$ cat src/rtl/prng_sequencer.sv
`default_nettype none
// ============================================================================
// Module      : prng_sequencer
// Description : Single-clock sequencer for the LFSR/mux random-byte datapath.
//               It seeds and steps the LFSRs, latches display bytes at a fixed
//               rate and arbitrates two requesters for extra random bytes.
// Revision    : 1.0 - initial release
// ============================================================================
module prng_sequencer #(
    parameter int TICK_DIV = 50_000_000,
    parameter int SEL_DIV  = 4
) (
    input  logic       CLK,
    input  logic       rst,
    input  logic       EN,
    input  logic [7:0] mux_out,
    input  logic [1:0] req,
    output logic       lfsr_load,
    output logic       lfsr16_en,
    output logic       lfsr8_en,
    output logic [7:0] disp_data,
    output logic       disp_upd,
    output logic       disp_led,
    output logic [1:0] gnt,
    output logic [7:0] rnd_data
);

    localparam int c_TICK_W = (TICK_DIV > 1) ? $clog2(TICK_DIV) : 1;
    localparam int c_SEL_W  = (SEL_DIV > 1) ? $clog2(SEL_DIV) : 1;
    localparam logic [c_TICK_W-1:0] c_TICK_LAST = c_TICK_W'(TICK_DIV - 1);
    localparam logic [c_SEL_W-1:0]  c_SEL_LAST  = c_SEL_W'(SEL_DIV - 1);

    typedef enum logic [2:0] {
        c_OFF    = 3'd0,
        c_LOAD   = 3'd1,
        c_RUN    = 3'd2,
        c_STEP_D = 3'd3,
        c_SAMP_D = 3'd4,
        c_STEP_R = 3'd5,
        c_SAMP_R = 3'd6,
        c_ACK    = 3'd7
    } state_t;

    state_t              r_state, w_state_nxt;
    logic [c_TICK_W-1:0] r_tick_cnt, w_tick_nxt, w_tick_inc;
    logic [c_SEL_W-1:0]  r_sel_cnt, w_sel_nxt, w_sel_inc;
    logic                r_tick_pend, w_pend_nxt;
    logic                r_ptr, w_ptr_nxt;
    logic                r_owner, w_owner_nxt;
    logic                w_tick_tc, w_sel_tc, w_busy;
    logic                w_load_nxt, w_l16_nxt, w_l8_nxt, w_upd_nxt, w_led_nxt;
    logic [1:0]          w_gnt_nxt;
    logic [7:0]          w_disp_nxt, w_rnd_nxt;

    assign w_tick_tc  = (r_tick_cnt == c_TICK_LAST);
    assign w_sel_tc   = (r_sel_cnt == c_SEL_LAST);
    assign w_tick_inc = w_tick_tc ? '0 : r_tick_cnt + 1'b1;
    assign w_sel_inc  = w_sel_tc ? '0 : r_sel_cnt + 1'b1;
    assign w_busy     = (r_state == c_STEP_D) || (r_state == c_SAMP_D) ||
                        (r_state == c_STEP_R) || (r_state == c_SAMP_R) ||
                        (r_state == c_ACK);

    always_comb begin
        w_state_nxt = r_state;
        w_tick_nxt  = r_tick_cnt;
        w_sel_nxt   = r_sel_cnt;
        w_pend_nxt  = r_tick_pend;
        w_ptr_nxt   = r_ptr;
        w_owner_nxt = r_owner;
        w_load_nxt  = 1'b0;
        w_l16_nxt   = 1'b0;
        w_l8_nxt    = 1'b0;
        w_upd_nxt   = 1'b0;
        w_gnt_nxt   = 2'b00;
        w_disp_nxt  = disp_data;
        w_led_nxt   = disp_led;
        w_rnd_nxt   = rnd_data;

        if (!EN) begin
            w_state_nxt = c_OFF;
            w_tick_nxt  = '0;
            w_sel_nxt   = '0;
            w_pend_nxt  = 1'b0;
        end else begin
            // Ticks arriving mid-transaction are remembered, merged into one.
            if (w_busy) begin
                w_tick_nxt = w_tick_inc;
                if (w_tick_tc) w_pend_nxt = 1'b1;
            end
            case (r_state)
                c_OFF: begin
                    w_state_nxt = c_LOAD;
                    w_load_nxt  = 1'b1;
                end
                c_LOAD: begin
                    w_tick_nxt  = '0;
                    w_sel_nxt   = '0;
                    w_state_nxt = c_RUN;
                end
                c_RUN: begin
                    w_tick_nxt = w_tick_inc;
                    if (w_tick_tc || r_tick_pend) begin
                        w_pend_nxt  = 1'b0;
                        w_l16_nxt   = 1'b1;
                        w_state_nxt = c_STEP_D;
                    end else if (|req) begin
                        w_owner_nxt = req[r_ptr] ? r_ptr : ~r_ptr;
                        w_l16_nxt   = 1'b1;
                        w_state_nxt = c_STEP_R;
                    end else begin
                        // Select steps only on edges that stay in RUN, so it never
                        // coincides with a data step.
                        w_sel_nxt = w_sel_inc;
                        w_l8_nxt  = w_sel_tc;
                    end
                end
                c_STEP_D: w_state_nxt = c_SAMP_D;
                c_SAMP_D: begin
                    w_disp_nxt  = mux_out;
                    w_upd_nxt   = 1'b1;
                    w_led_nxt   = ~disp_led;
                    w_state_nxt = c_RUN;
                end
                c_STEP_R: w_state_nxt = c_SAMP_R;
                c_SAMP_R: begin
                    w_rnd_nxt          = mux_out;
                    w_gnt_nxt[r_owner] = 1'b1;
                    w_ptr_nxt          = ~r_owner;
                    w_state_nxt        = c_ACK;
                end
                c_ACK:   w_state_nxt = c_RUN;
                default: w_state_nxt = c_OFF;
            endcase
        end
    end

    always_ff @(posedge CLK or negedge rst) begin
        if (!rst) begin
            r_state     <= c_OFF;
            r_tick_cnt  <= '0;
            r_sel_cnt   <= '0;
            r_tick_pend <= 1'b0;
            r_ptr       <= 1'b0;
            r_owner     <= 1'b0;
            lfsr_load   <= 1'b0;
            lfsr16_en   <= 1'b0;
            lfsr8_en    <= 1'b0;
            disp_data   <= 8'h00;
            disp_upd    <= 1'b0;
            disp_led    <= 1'b0;
            gnt         <= 2'b00;
            rnd_data    <= 8'h00;
        end else begin
            r_state     <= w_state_nxt;
            r_tick_cnt  <= w_tick_nxt;
            r_sel_cnt   <= w_sel_nxt;
            r_tick_pend <= w_pend_nxt;
            r_ptr       <= w_ptr_nxt;
            r_owner     <= w_owner_nxt;
            lfsr_load   <= w_load_nxt;
            lfsr16_en   <= w_l16_nxt;
            lfsr8_en    <= w_l8_nxt;
            disp_data   <= w_disp_nxt;
            disp_upd    <= w_upd_nxt;
            disp_led    <= w_led_nxt;
            gnt         <= w_gnt_nxt;
            rnd_data    <= w_rnd_nxt;
        end
    end

endmodule
`default_nettype wire

$ cat config.mk
export PLATFORM = sky130hd
export DESIGN_NAME = prng_sequencer
export DESIGN_NICKNAME = d
export VERILOG_FILES = /design/src/rtl/prng_sequencer.sv
export SDC_FILE = /design/constraint.sdc
export NUM_CORES = 1
export LEC_CHECK = 0
export CAP_MARGIN = 25
export CORE_ASPECT_RATIO = 1.75
export CORE_MARGIN = 3
export CORE_UTILIZATION = 40
export DETAILED_ROUTE_END_ITERATION = 10
export GPL_TIMING_DRIVEN = 0
export PLACE_DENSITY_LB_ADDON = 0.2
export SLEW_MARGIN = 5
export SYNTH_ARGS = -nofsm -noshare
export SYNTH_HDL_FRONTEND = slang
export SYNTH_SLANG_ARGS = --single-unit
export TNS_END_PERCENT = 5
$ cat constraint.sdc
create_clock -name CLK -period 2.11 [get_ports CLK]
set_input_delay 0.3165 -clock CLK [delete_from_list [all_inputs] [get_ports CLK]]
set_output_delay 0.3165 -clock CLK [all_outputs]
set_load 0.01 [all_outputs]
==> out/results.ini, run 1 <==
[final_layout]
layout-drive-gt1-share = 0.182
layout_commonest_cell = dfrtp_1
fill_cells = 577
nets = 303
post-route-util = 0.528
fin_area_mm2 = 0.00337
num_antenna_cells = 0
syn2layout_area_growth_pct = 25.5
layout_common_cells = 57 x dfrtp_1, 33 x clkdlybuf4s50_1, 32 x nor2_1

[global_route]
met1_usage = 0.173
met2_usage = 0.265
use_met3 = 0.0648
grt_usage = 0.162
grt_remaining_overflow = 0
grt_pass1_wl_mm = 9.15
antenna_found_initial = 0
grt_max_degree = 38
busiest_layer = met2
grt_pass1_vias = 1969

[floorplan]
die_x_um = 67.9
io_pins = 36
fp.dieH_um = 114
start_util = 0.421
core_mm2 = 0.00637
die_area_mm2 = 0.00776
num_rows = 38

[sta]
hold_viol = 0
fin_tns_setup_ns = 0
min_period_over_period = 0.908
rsz0062_at_grt = no
slew-limit-headroom = 0.444
skew_ns = 0.00711
fin_crit_ns = 1.92
clock.fmax_mhz = 522
max_slew.worst_pin.slew_ns = 0.830
hold_slack_ns = 0.289
setup_viol = 0
final-max-slew-violation-count = 0

[setup_path]
critPathCaptureType = register
crit_arrival_ns = 2.14
crit_required_ns = 2.33
critPathBufInv = 1
path_cells = nor4_1 > nand4_1 > o21ai_1 > buf_2 > nor2_1
max_stage_delay_ns = 0.45
crit_type = register to register
cpMaxStageDelayCell = dfrtp_1
cp_top_family = simple AND/OR/NAND/NOR gates
worst_setup_path_start_kind = register
cp_max_fo = 10

[detailed_routing]
viasPerCell = 5.13
postRouteAntennaNets = 0
drc_errors = 0
drt-pass1-iter-count = 4
wl_per_cell_um = 14.9
first_iter_violations = 64
drt-total-wl_mm = 5.53
num_vias = 1910

[clock_network]
post_cts_buffers = 0
clock_latency_ns = 0.35
clk_path_buf_depth = 2
tritoncts = built
h-tree-depth = 3
cts_num_sinks = 57
numCtsBuffers = 9
path_clk_slew_ns = 0.07
cts-root-buf = clkbuf_8

[power]
swShare = 0.242
power.leakage_uw = 0.00152
power_switching_uw = 673
finalPower_uw = 2780
power_density_mw_per_mm2 = 825
pwr-share-clk = 0.407
p_seq_frac = 0.447
ir_worst_vdd_uv = 625
combPwrFrac = 0.147
p_int_uw = 2100

[place]
hpwlAfterDp_mm = 3.91
placed_cell_area_mm2 = 0.00314
globalplace.congestion = 0.829
io_buffers = 34

[logic_synthesis]
yosysTopAreaCell = dfrtp_1
synth_area_mm2 = 0.00268
synth_edf_count = 0
synthFlopType = dfrtp_1
async_flop_share = 1.00
synth.distinct_cells = 47
avgSynthCellArea_um2 = 11.1
yosys.area.top_type_share = 0.532
syn_nets = 256
synth-warning-count = 0
synth-seq-cells = 57
seq_area_frac_synth = 0.532
synthTopCellsByArea = dfrtp_1 53%, mux2_2 6.7%, xor2_1 6.2%, nor2_1 4.5%, nand4_1 2.3%
synthCells = 241

[job]
max_cap_viol_count = 0

[worst_hold_path]
hp-class = primary input to register

[status]
status = complete, no violations

## cell usage after synthesis, types with 2 or more instances
cell,instances
mux2i_1,2
and4_1,7
and3_1,5
nand2b_1,2
xor2_1,19
mux2_2,16
buf_6,2
nor4_1,3
clkbuf_1,2
xnor2_1,5
ha_1,2
nand3_1,12
o21ai_0,3
a21oi_1,3
buf_2,5
dfrtp_1,57
nor3_1,3
nand4_1,10
a21o_1,3
and2_1,2
a31oi_1,2
inv_1,5
nor2_1,32
nand2_1,16
## worst paths after layout
check,startpoint,to,slack [ns],cells after the start
setup reg to reg,r_tick_cnt[16],r_tick_cnt[4],0.19,5
setup / recovery,r_tick_cnt[16],r_tick_cnt[4],0.19,5
hold reg to reg,disp_led,disp_led,0.47,1
min in group asynchronous,rst,lfsr_load,0.48,2
hold / removal,EN,r_tick_pend,0.29,3
max in group asynchronous,rst,r_tick_cnt[11],1.06,3
## registers in the layout, indices dropped and copies added (netlist names), 2 cells and up
name and cells:
r_tick_cnt 26, r_state 3, disp_data 8, gnt 2, r_sel_cnt 2, rnd_data 8
## worst register-to-register path: stages, from the launching register on
cell and delay, ns:
dfrtp_1 0.45, nor4_1 0.29, nand4_1 0.20, o21ai_1 0.45, buf_2 0.33, nor2_1 0.08
## area by class of cell
type	count	area, um^2	area share
Timing Repair Buffer	36	365	0.109
Tap cell	80	100	0.0297
Multi-Input combinational cell	168	1170	0.348
Inverter	6	22.5	0.00669
Buffer	10	63.8	0.0190
Sequential cell	57	1430	0.424
Clock buffer	10	138	0.0409
Clock inverter	5	80.1	0.0238
## per-layer routing
metal,wire length [um],vias up
li1,-,937
met1,2290,925
met2,2830,40
met3,303,8
met4,105,0
met5,0,-
## logic make-up (layout without fill, tap and decap cells)
group,Yosys count,count (layout),share of synthesized area
flip-flops,57,57,0.532
multiplexers,18,18,0.0747
adder cells (fa/ha/maj),2,2,0.00933
buffers and inverters,16,67,0.0317
AO/OA/AOI/OAI,19,19,0.0504
AND/OR/NAND/NOR,105,105,0.224
XOR/XNOR,24,24,0.0784
## power groups by stage
stage	Combinational (uW)	Clock [uW]	Sequential, uW
after detailed placement	413	0	1260
after global routing	444	1200	1250
after floorplan	148	0	1290
after CTS	415	1170	1240
after global placement	405	0	1260
final	407	1130	1240
## timing repair
action | 4_1_cts | 5_1_grt
endpoints found under the hold margin | 20 | 0
endpoints found under the setup margin | 0 | 20
gates resized for setup | 0 | 3
hold buffers | 1 | 0
## per-stage QoR
step | cells | worst slack [ns]
3_5_place_dp | 356 | 0.0143
4_1_cts | 372 | 0.0159
3_3_place_gp | 355 | -1.16
6_report | 372 | 0.195
5_1_grt | 372 | 0.0464
2_1_floorplan | 241 | 0.329
(Power assumes the default switching activity.)
==> inputs of run 2 (changes only) <==
Settings changed: ABC_AREA set to 1.
==> run 2 against run 1 <==
Compared with the run above:
- die area grew 5.9%
- routed wire length grew 18%
- non-clock buffer count shrank 3
==> out/results.ini, run 2 <==
[global_route]
grt_max_degree = 36
grt_usage = 0.173
antenna_found_initial = 0
grt_pass1_wl_mm = 11.1
grt_pass1_vias = 2423
grt_remaining_overflow = 0

[sta]
fin_ws_ns = 0.264
max_slew.worst_pin.slew_ns = 0.550
setup_viol = 0
hold_viol = 0
clock.fmax_mhz = 542
fin_crit_ns = 1.85
rsz0062_at_grt = no
final-max-slew-violation-count = 0
min_period_over_period = 0.875
slew-limit-headroom = 0.634
skew_ns = 0.00237

[floorplan]
io_pins = 36
die_x_um = 69.8
start_util = 0.413
core_mm2 = 0.00691
fp.dieH_um = 118
die_area_mm2 = 0.00822
num_rows = 40

[clock_network]
cts-resized-gates = 0
clk_path_buf_depth = 2
path_clk_slew_ns = 0.05
clock_latency_ns = 0.33
cts_num_sinks = 57
post_cts_buffers = 0
cts_hold_buf = 1
numCtsBuffers = 9
h-tree-depth = 3
cts-root-buf = clkbuf_16
tritoncts = built

[logic_synthesis]
synth_commonest_cells = 90 x nand2_1, 58 x nor2_1, 57 x dfrtp_1, 43 x inv_1, 29 x o21ai_0
synth_area_mm2 = 0.00285
yosys.area.top_type_share = 0.500
yosysMostFrequentCell = nand2_1
syn_nets = 375
synth.distinct_cells = 30
synthFlopType = dfrtp_1
synthTopCellsByArea = dfrtp_1 50%, nand2_1 12%, nor2_1 7.6%, inv_1 5.7%, o21ai_0 5.1%
async_flop_share = 1.00
synth_edf_count = 0
avgSynthCellArea_um2 = 7.92
yosysTopAreaCell = dfrtp_1
synth-seq-cells = 57
synth-warning-count = 0
seq_area_frac_synth = 0.500
synthCells = 360

[place]
globalplace.congestion = 0.845
placed_cell_area_mm2 = 0.00331
dp_slack_ns = 0.275
io_buffers = 34
hpwlAfterDp_mm = 4.92

[detailed_routing]
drt-pass1-iter-count = 4
postRouteAntennaNets = 0
viasPerCell = 4.90
drc_errors = 0
drt-total-wl_mm = 6.51
num_vias = 2426
wl_per_cell_um = 13.2
first_iter_violations = 108

[power]
power_density_mw_per_mm2 = 1080
ir_worst_vdd_uv = 725
power.leakage_uw = 0.00170

[setup_path]
crit_arrival_ns = 2.04
critPathCaptureType = register
crit_type = register to register
worst_setup_path_start_kind = register
crit_required_ns = 2.30
cp_max_fo = 6
r2r_slack_ns = 0.26

[final_layout]
top_register = r_tick_cnt
final-seq-area_mm2 = 0.00143
reg.largest.list = r_tick_cnt (26), disp_data (8), rnd_data (8)
nets = 422
num_antenna_cells = 0
layout-drive-gt1-share = 0.0949
layout_common_cells = 90 x nand2_1, 58 x nor2_1, 57 x dfrtp_1
multiInputGateArea_mm2 = 0.00121
fill_cells = 676
largest_reg_flops = 26
fin_area_mm2 = 0.00364
layout_commonest_cell = nand2_1
syn2layout_area_growth_pct = 27.5

[status]
status = complete, no violations

[job]
max_cap_viol_count = 0

[worst_hold_path]
hp-class = primary input to register

[run 2: metal layers]
layer,global-route usage,up-vias,wire (um)
met4,0.0911,0,199
met2,0.312,43,3500
met1,0.173,1143,2530
met5,0,-,0
met3,0.0521,12,283
li1,-,1228,-
[run 2: final cells by class]
class | instances | area share
multi-input combinational | 253 | 0.332
sequential | 57 | 0.392
inverter | 43 | 0.0444
timing repair buffer | 36 | 0.100
tap | 84 | 0.0289
buffer | 7 | 0.0162
clock buffer | 13 | 0.0770
clock inverter | 2 | 0.00963
[run 2: path summary, 6_finish.rpt]
| kind | end | cells past startpoint | from |
|---|---|---|---|
| worst min-delay path | r_state[1] | 3 | EN |
| worst max-delay path | r_tick_cnt[12] | 6 | r_tick_cnt[0] |
| max in group asynchronous | r_sel_cnt[0] | 3 | rst |
| min in group asynchronous | r_tick_cnt[13] | 2 | rst |
| worst min register to register | disp_led | 1 | disp_led |
| worst max register to register | r_tick_cnt[12] | 6 | r_tick_cnt[0] |
[run 2: worst max-delay path, cell delays in order (launching register included)]
cell     delay, ns
dfrtp_1       0.40
ha_1          0.21
nand3_1       0.12
nor2_1        0.29
nand3_2       0.24
nor3_1        0.32
nor3_1        0.12
[run 2: where the power goes]
part | internal, uW | leakage, uW | switching [uW]
registers | 1290 | 0.000774 | 141
clock network | 1030 | 0.000158 | 470
logic | 456 | 0.000770 | 534
[run 2: metrics by stage]
step | total power (uW) | instances | util | hold WS (ns) | TNS [ns]
after CTS | 3980 | 495 | 0.527 | 0.252 | 0
after detailed placement | 2450 | 479 | 0.480 | 0.336 | 0
after global routing | 4160 | 495 | 0.527 | 0.270 | 0
after floorplan | 1970 | 360 | - | 0.0209 | 0
final | 3930 | 495 | 0.527 | 0.257 | 0
after global placement | 2430 | 478 | 0.478 | 0.457 | -64.98
[run 2: cells by family after synthesis]
logic type / after synthesis / share of synthesized area
DFF: 57 / 0.500
and+or+nand+nor: 206 / 0.325
AOI/OAI and AO/OA: 39 / 0.0706
xor gates and xnor gates: 6 / 0.0184
buffers and inverters: 50 / 0.0772
adders and majority gates: 2 / 0.00877
==> inputs of run 3 (changes only) <==
Settings changed: CORE_UTILIZATION 40 to 41.
==> run 3 against run 2 <==
Compared with the run above:
- via count is 0.87% lower
- highest routed layer unchanged
- sequential share of layout area is 0.59 points higher
- critical path depth grew 1
- die area fell by 2.3%
- clock power down 14%
- fmax grew 2.1%
- worst setup slack better by 0.038 ns
- combinational power fell by 1%
- routed wire length decreased by 2.0%
- largest cell class unchanged
- count of clock-buffer cells in the layout increased by 1
==> out/results.ini, run 3 (synthesized netlist as in run 2, its figures left out) <==
[detailed_routing]
wl_per_cell_um = 13.0
first_iter_violations = 80
drc_errors = 0
drt-pass1-iter-count = 4
viasPerCell = 4.89
num_vias = 2405
postRouteAntennaNets = 0
drt-total-wl_mm = 6.38

[power]
power_density_mw_per_mm2 = 1030
swShare = 0.300
combPwrFrac = 0.264
power.leakage_uw = 0.00167
ir_worst_vdd_uv = 784
p_int_uw = 2590
power_switching_uw = 1110
p_seq_frac = 0.388
pwr-share-clk = 0.349

[floorplan]
die_area_mm2 = 0.00803
io_pins = 36
num_rows = 39
fp.dieH_um = 116
start_util = 0.430
core_mm2 = 0.00664
die_x_um = 69.1

[sta]
rsz0062_at_grt = no
fin_ws_ns = 0.302
fin_tns_setup_ns = 0
min_period_over_period = 0.857
slew-limit-headroom = 0.635
hold_slack_ns = 0.262
hold_viol = 0
skew_ns = 0.00573
fin_crit_ns = 1.81
max_slew.worst_pin.slew_ns = 0.548
final-max-slew-violation-count = 0
setup_viol = 0
clock.fmax_mhz = 553

[clock_network]
tritoncts = built
cts_hold_buf = 1
numCtsBuffers = 9
cts-root-buf = clkbuf_16
cts_num_sinks = 57
cts-resized-gates = 0
h-tree-depth = 3
clk_path_buf_depth = 2
post_cts_buffers = 0
clock_latency_ns = 0.33
path_clk_slew_ns = 0.05

[setup_path]
critPathCaptureType = register
worst_setup_path_start_kind = register
crit_required_ns = 2.32
cp_max_fo = 6
crit_type = register to register
crit_arrival_ns = 2.02

[final_layout]
layout_common_cells = 90 x nand2_1, 58 x nor2_1, 57 x dfrtp_1
nets = 422
layout-drive-gt1-share = 0.0854
fill_cells = 672
reg.largest.list = r_tick_cnt (26), disp_data (8), rnd_data (8)
multiInputGateArea_mm2 = 0.00121
top_register = r_tick_cnt
num_antenna_cells = 0
layout_commonest_cell = nand2_1
syn2layout_area_growth_pct = 25.7
final-seq-area_mm2 = 0.00143
largest_reg_flops = 26

[place]
globalplace.congestion = 0.857
hpwlAfterDp_mm = 4.85
dp_slack_ns = 0.275
io_buffers = 34

[job]
max_cap_viol_count = 0

[global_route]
grt_usage = 0.176
grt_max_degree = 36
antenna_found_initial = 0
grt_remaining_overflow = 0
grt_pass1_vias = 2539
grt_pass1_wl_mm = 11.0

[worst_hold_path]
hp-class = primary input to register

[status]
status = complete, no violations

-- run 3: cell types whose count changed in the layout (fill, tap and decap cells not counted) --
cell / change
clkbuf_1: +3
clkbuf_8: -2
bufinv_16: -1
clkinv_2: -1
-- run 3: power by group through the flow --
stage	registers, uW	logic, uW	clock network [uW]
6_report	1430	976	1290
5_1_grt	1460	1110	1370
4_1_cts	1440	998	1320
3_5_place_dp	1450	992	0
3_3_place_gp	1450	982	0
2_1_floorplan	1490	481	0
-- run 3: final timing paths --
path	from	to	slack [ns]	cells after the start
worst min register to register	disp_led	disp_led	0.47	1
worst min-delay path	EN	r_state[1]	0.26	3
worst max-delay path	r_tick_cnt[0]	r_tick_cnt[20]	0.30	7
max in group asynchronous	rst	r_sel_cnt[1]	1.03	3
worst max register to register	r_tick_cnt[0]	r_tick_cnt[20]	0.30	7
min in group asynchronous	rst	r_tick_cnt[13]	0.51	2
-- run 3: metrics by stage --
| stage | cell area, um^2 | power [uW] | util | std cells |
|---|---|---|---|---|
| after floorplan | 2850 | 1970 | - | 360 |
| after global placement | 3300 | 2430 | 0.497 | 476 |
| after detailed placement | 3310 | 2440 | 0.499 | 477 |
| after CTS | 3580 | 3760 | 0.540 | 492 |
| after global routing | 3580 | 3950 | 0.540 | 492 |
| final | 3580 | 3700 | 0.540 | 492 |
-- run 3: metal layers --
metal  vias up  global-route usage  routed length, um
met2        54               0.323               3400
met3        15              0.0637                310
met4         0               0.111                212
li1       1231                   -                  -
met1      1105               0.165               2460
met5         -                   0                  0
-- run 3: critical path, cell delays in order, from the launching register on --
cell and delay, ns:
dfrtp_1 0.40, ha_1 0.21, nand3_1 0.13, nor2_1 0.27, nand3_2 0.25, nor3_4 0.23, and2_2 0.17, nor2_1 0.04
-- run 3: cell type report --
class / instances / area share
plain buffers: 7 / 0.0164
multi-input cells: 253 / 0.336
well taps: 82 / 0.0286
repair buffers: 36 / 0.102
flip-flops and latches: 57 / 0.398
inverters: 43 / 0.0450
clock buffers: 14 / 0.0736
==> RTL change, RTL diff (flow settings as in run 1) <==
The 8 states of `state_t` get a one-hot encoding in 8 bits.
--- a/src/rtl/prng_sequencer.sv
+++ b/src/rtl/prng_sequencer.sv
@@ -30,15 +30,15 @@
     localparam logic [c_TICK_W-1:0] c_TICK_LAST = c_TICK_W'(TICK_DIV - 1);
     localparam logic [c_SEL_W-1:0]  c_SEL_LAST  = c_SEL_W'(SEL_DIV - 1);
 
-    typedef enum logic [2:0] {
-        c_OFF    = 3'd0,
-        c_LOAD   = 3'd1,
-        c_RUN    = 3'd2,
-        c_STEP_D = 3'd3,
-        c_SAMP_D = 3'd4,
-        c_STEP_R = 3'd5,
-        c_SAMP_R = 3'd6,
-        c_ACK    = 3'd7
+    typedef enum logic [7:0] {
+        c_OFF    = 8'b00000001,
+        c_LOAD   = 8'b00000010,
+        c_RUN    = 8'b00000100,
+        c_STEP_D = 8'b00001000,
+        c_SAMP_D = 8'b00010000,
+        c_STEP_R = 8'b00100000,
+        c_SAMP_R = 8'b01000000,
+        c_ACK    = 8'b10000000
     } state_t;
 
     state_t              r_state, w_state_nxt;
Formal check against the unedited RTL: no difference found for any inputs over 10 cycles, from zero or initial values and one cycle with rst low; not proved beyond that.
==> RTL change against run 1 <==
Non-clock buffer count up 16; setup slack worse by 360 ps; routed wire length up 54%; core utilization up 3.1 points; worst hold slack worse by 230 ps; via count up 43%; sequential cell count up 5; highest routed layer unchanged; the flow now finishes with violations (negative setup slack); clock skew down 1.1 ps; cell count up 23%; design area up 27%; power up 25%; sequential share of layout area down 5.8 points; critical path type unchanged; area after synthesis up 17%; global-route usage up 3.6 points.
==> RTL change: results (changes against run 1) <==
Layout
  – FILL cells: 674 (was 577)
  – Layout Nets: 380 (was 303)
  – Layout cells sized above 1: 26.49% (was 18.15%)
  – Largest Register: r_tick_cnt (unchanged)

Synthesis
  – Net Count, Synth: 322 (was 256)
  – Most frequent cells after synthesis: dfrtp_1, a21oi_1, nand2_1 (was dfrtp_1, nor2_1, xor2_1)
  – Sequential area share after synthesis: 49.29% (was 53.20%)
  – Synth Warn #: 0 (unchanged)
  – Distinct cells, synth: 58 (was 47)
  – Synth Instances: 307 (was 241)
  – Post-synth EDFFs: 0 (unchanged)
  – Ys async rst share: 100.0% (unchanged)
  – Synth top area cells: dfrtp_1, a21oi_1, or4_1, nand3_1, mux2_1 (was dfrtp_1, mux2_2, xor2_1, nor2_1, nand4_1)

Route
  – Total number of vias: 2735 (was 1910)
  – Initial drt markers: 233 (was 64)
  – Avg WL per Cell: 18.60 um (was 14.86 um)

Global route
  – Via count of the first global-routing pass: 2807 (was 1969)
  – GRT Total Usage: 19.82% (was 16.19%)
  – Met1 usage: 20.81% (was 17.27%)
  – First-pass GRT wire length: 13600 um (was 9149 um)
  – Largest net degree at the start of global routing: 63 (was 38)
  – M2 GR Usage: 35.54% (was 26.48%)
  – GRT met3 Usage: 4.963% (was 6.483%)

Placed design
  – Gpl congestion: 0.8738 (was 0.8293)
  – Dpl hpwl: 5734 um (was 3911 um)
  – Dpl cells: 430 (was 356)

Setup path
  – Critical Path Max Stage Delay: 570 ps (was 450 ps)
  – Crit-path slowest cell: or4b_4 (was dfrtp_1)
  – Reg2Reg Setup Slack: -160 ps (was 190 ps)
  – Critical-path maximum fanout: 7 (was 10)

STA
  – Clock Skew: 6.019 ps (was 7.114 ps)
  – WHS: 61.94 ps (was 288.6 ps)
  – Slew margin rel.: 47.92% (was 44.38%)
  – Final setup viols: 22 (was 0)
  – Total negative setup slack: -2155 ps (was 0 ps)
  – Final WS setup: -162.6 ps (was 194.6 ps)

Worst hold path
  – Worst min path class: input pin to async pin (was input pin to register)

Status
  – Status: complete, but fails checks (was completed)
  – Violated checks: negative setup slack

Power and ir drop
  – Worst vdd ir: 530.0 uV (was 624.9 uV)
  – Leak: 1.767 nW (was 1.519 nW)

CTS
  – Clock root buffer: clkbuf_16 (was clkbuf_8)
[RTL change: cell types whose count changed after synthesis, moves of 9 or more]
cell,before,now
a21oi_1,3,25
nor2_1,32,11
xor2_1,19,3
o21ai_0,3,17
or4_1,0,14
o31ai_1,0,12
or3_1,1,10
[RTL change: cell families after synthesis]
| family | synth area share (%) |
|---|---|
| buffers and inverters | 3.336 |
| xor gates and xnor gates | 1.390 |
| AOI/OAI and AO/OA | 15.53 |
| DFF | 49.29 |
| adders and majority gates | 0.7942 |
| muxes | 6.037 |
| and+or+nand+nor | 23.63 |
[RTL change: metal layers]
| metal | up-vias | part of all wire [%] |
|---|---|---|
| li1 | 1270 | - |
| met1 | 1355 | 36 |
| met2 | 86 | 56 |
| met4 | 0 | 3.6 |
| met5 | - | 0 |
| met3 | 24 | 4.5 |
[RTL change: final timing paths]
kind	from	to	depth (start not counted)
max in group asynchronous	rst	r_state[2]	1
max	r_state[6]	r_tick_cnt[20]	6
max reg2reg	r_state[6]	r_tick_cnt[20]	6
min	rst	r_tick_cnt[12]	1
min reg2reg	disp_led	disp_led	1
min in group CLK	EN	r_state[0]	2
[RTL change: per-stage QoR]
step / power (mW) / area [um^2] / setup slack [ps]
6_report: 3.478 / 4264 / -162.6
2_1_floorplan: 1.550 / 3179 / -35.05
5_1_grt: 3.596 / 4264 / -241.0
3_3_place_gp: 1.697 / 3630 / -1597
3_5_place_dp: 1.701 / 3631 / -671.5
4_1_cts: 3.475 / 4136 / -147.7
[RTL change: final cells by class]
cell class / count / share of cell area, %
clock inverter: 7 / 2.846
timing repair buffer: 50 / 10.86
sequential: 62 / 36.62
buffer: 12 / 2.347
tap: 88 / 2.582
clock buffer: 9 / 5.282
inverter: 9 / 0.7923
multi-input combinational: 221 / 38.67
[RTL change: worst max-delay path: cells and delay by family, from the launching register on]
kind,cells,cell delay (ps)
compound gates,3,480
buf+inv,1,190
simple gates,2,1080
flops,1,460
[RTL change: power by group]
| part | internal, mW | switching (mW) | leakage (nW) |
|---|---|---|---|
| sequential | 1.25 | 0.0626 | 0.847 |
| clock | 1.16 | 0.559 | 0.170 |
| combinational | 0.177 | 0.276 | 0.751 |
| total | 2.58 | 0.897 | 1.77 |
[RTL change: timing repair]
item	CTS	global route
endpoints found under the hold margin	0	0
pin swaps	14	13
gates resized for setup	26	31
gates cloned	0	2
buffers inserted	10	3
endpoints found under the setup margin	41	37
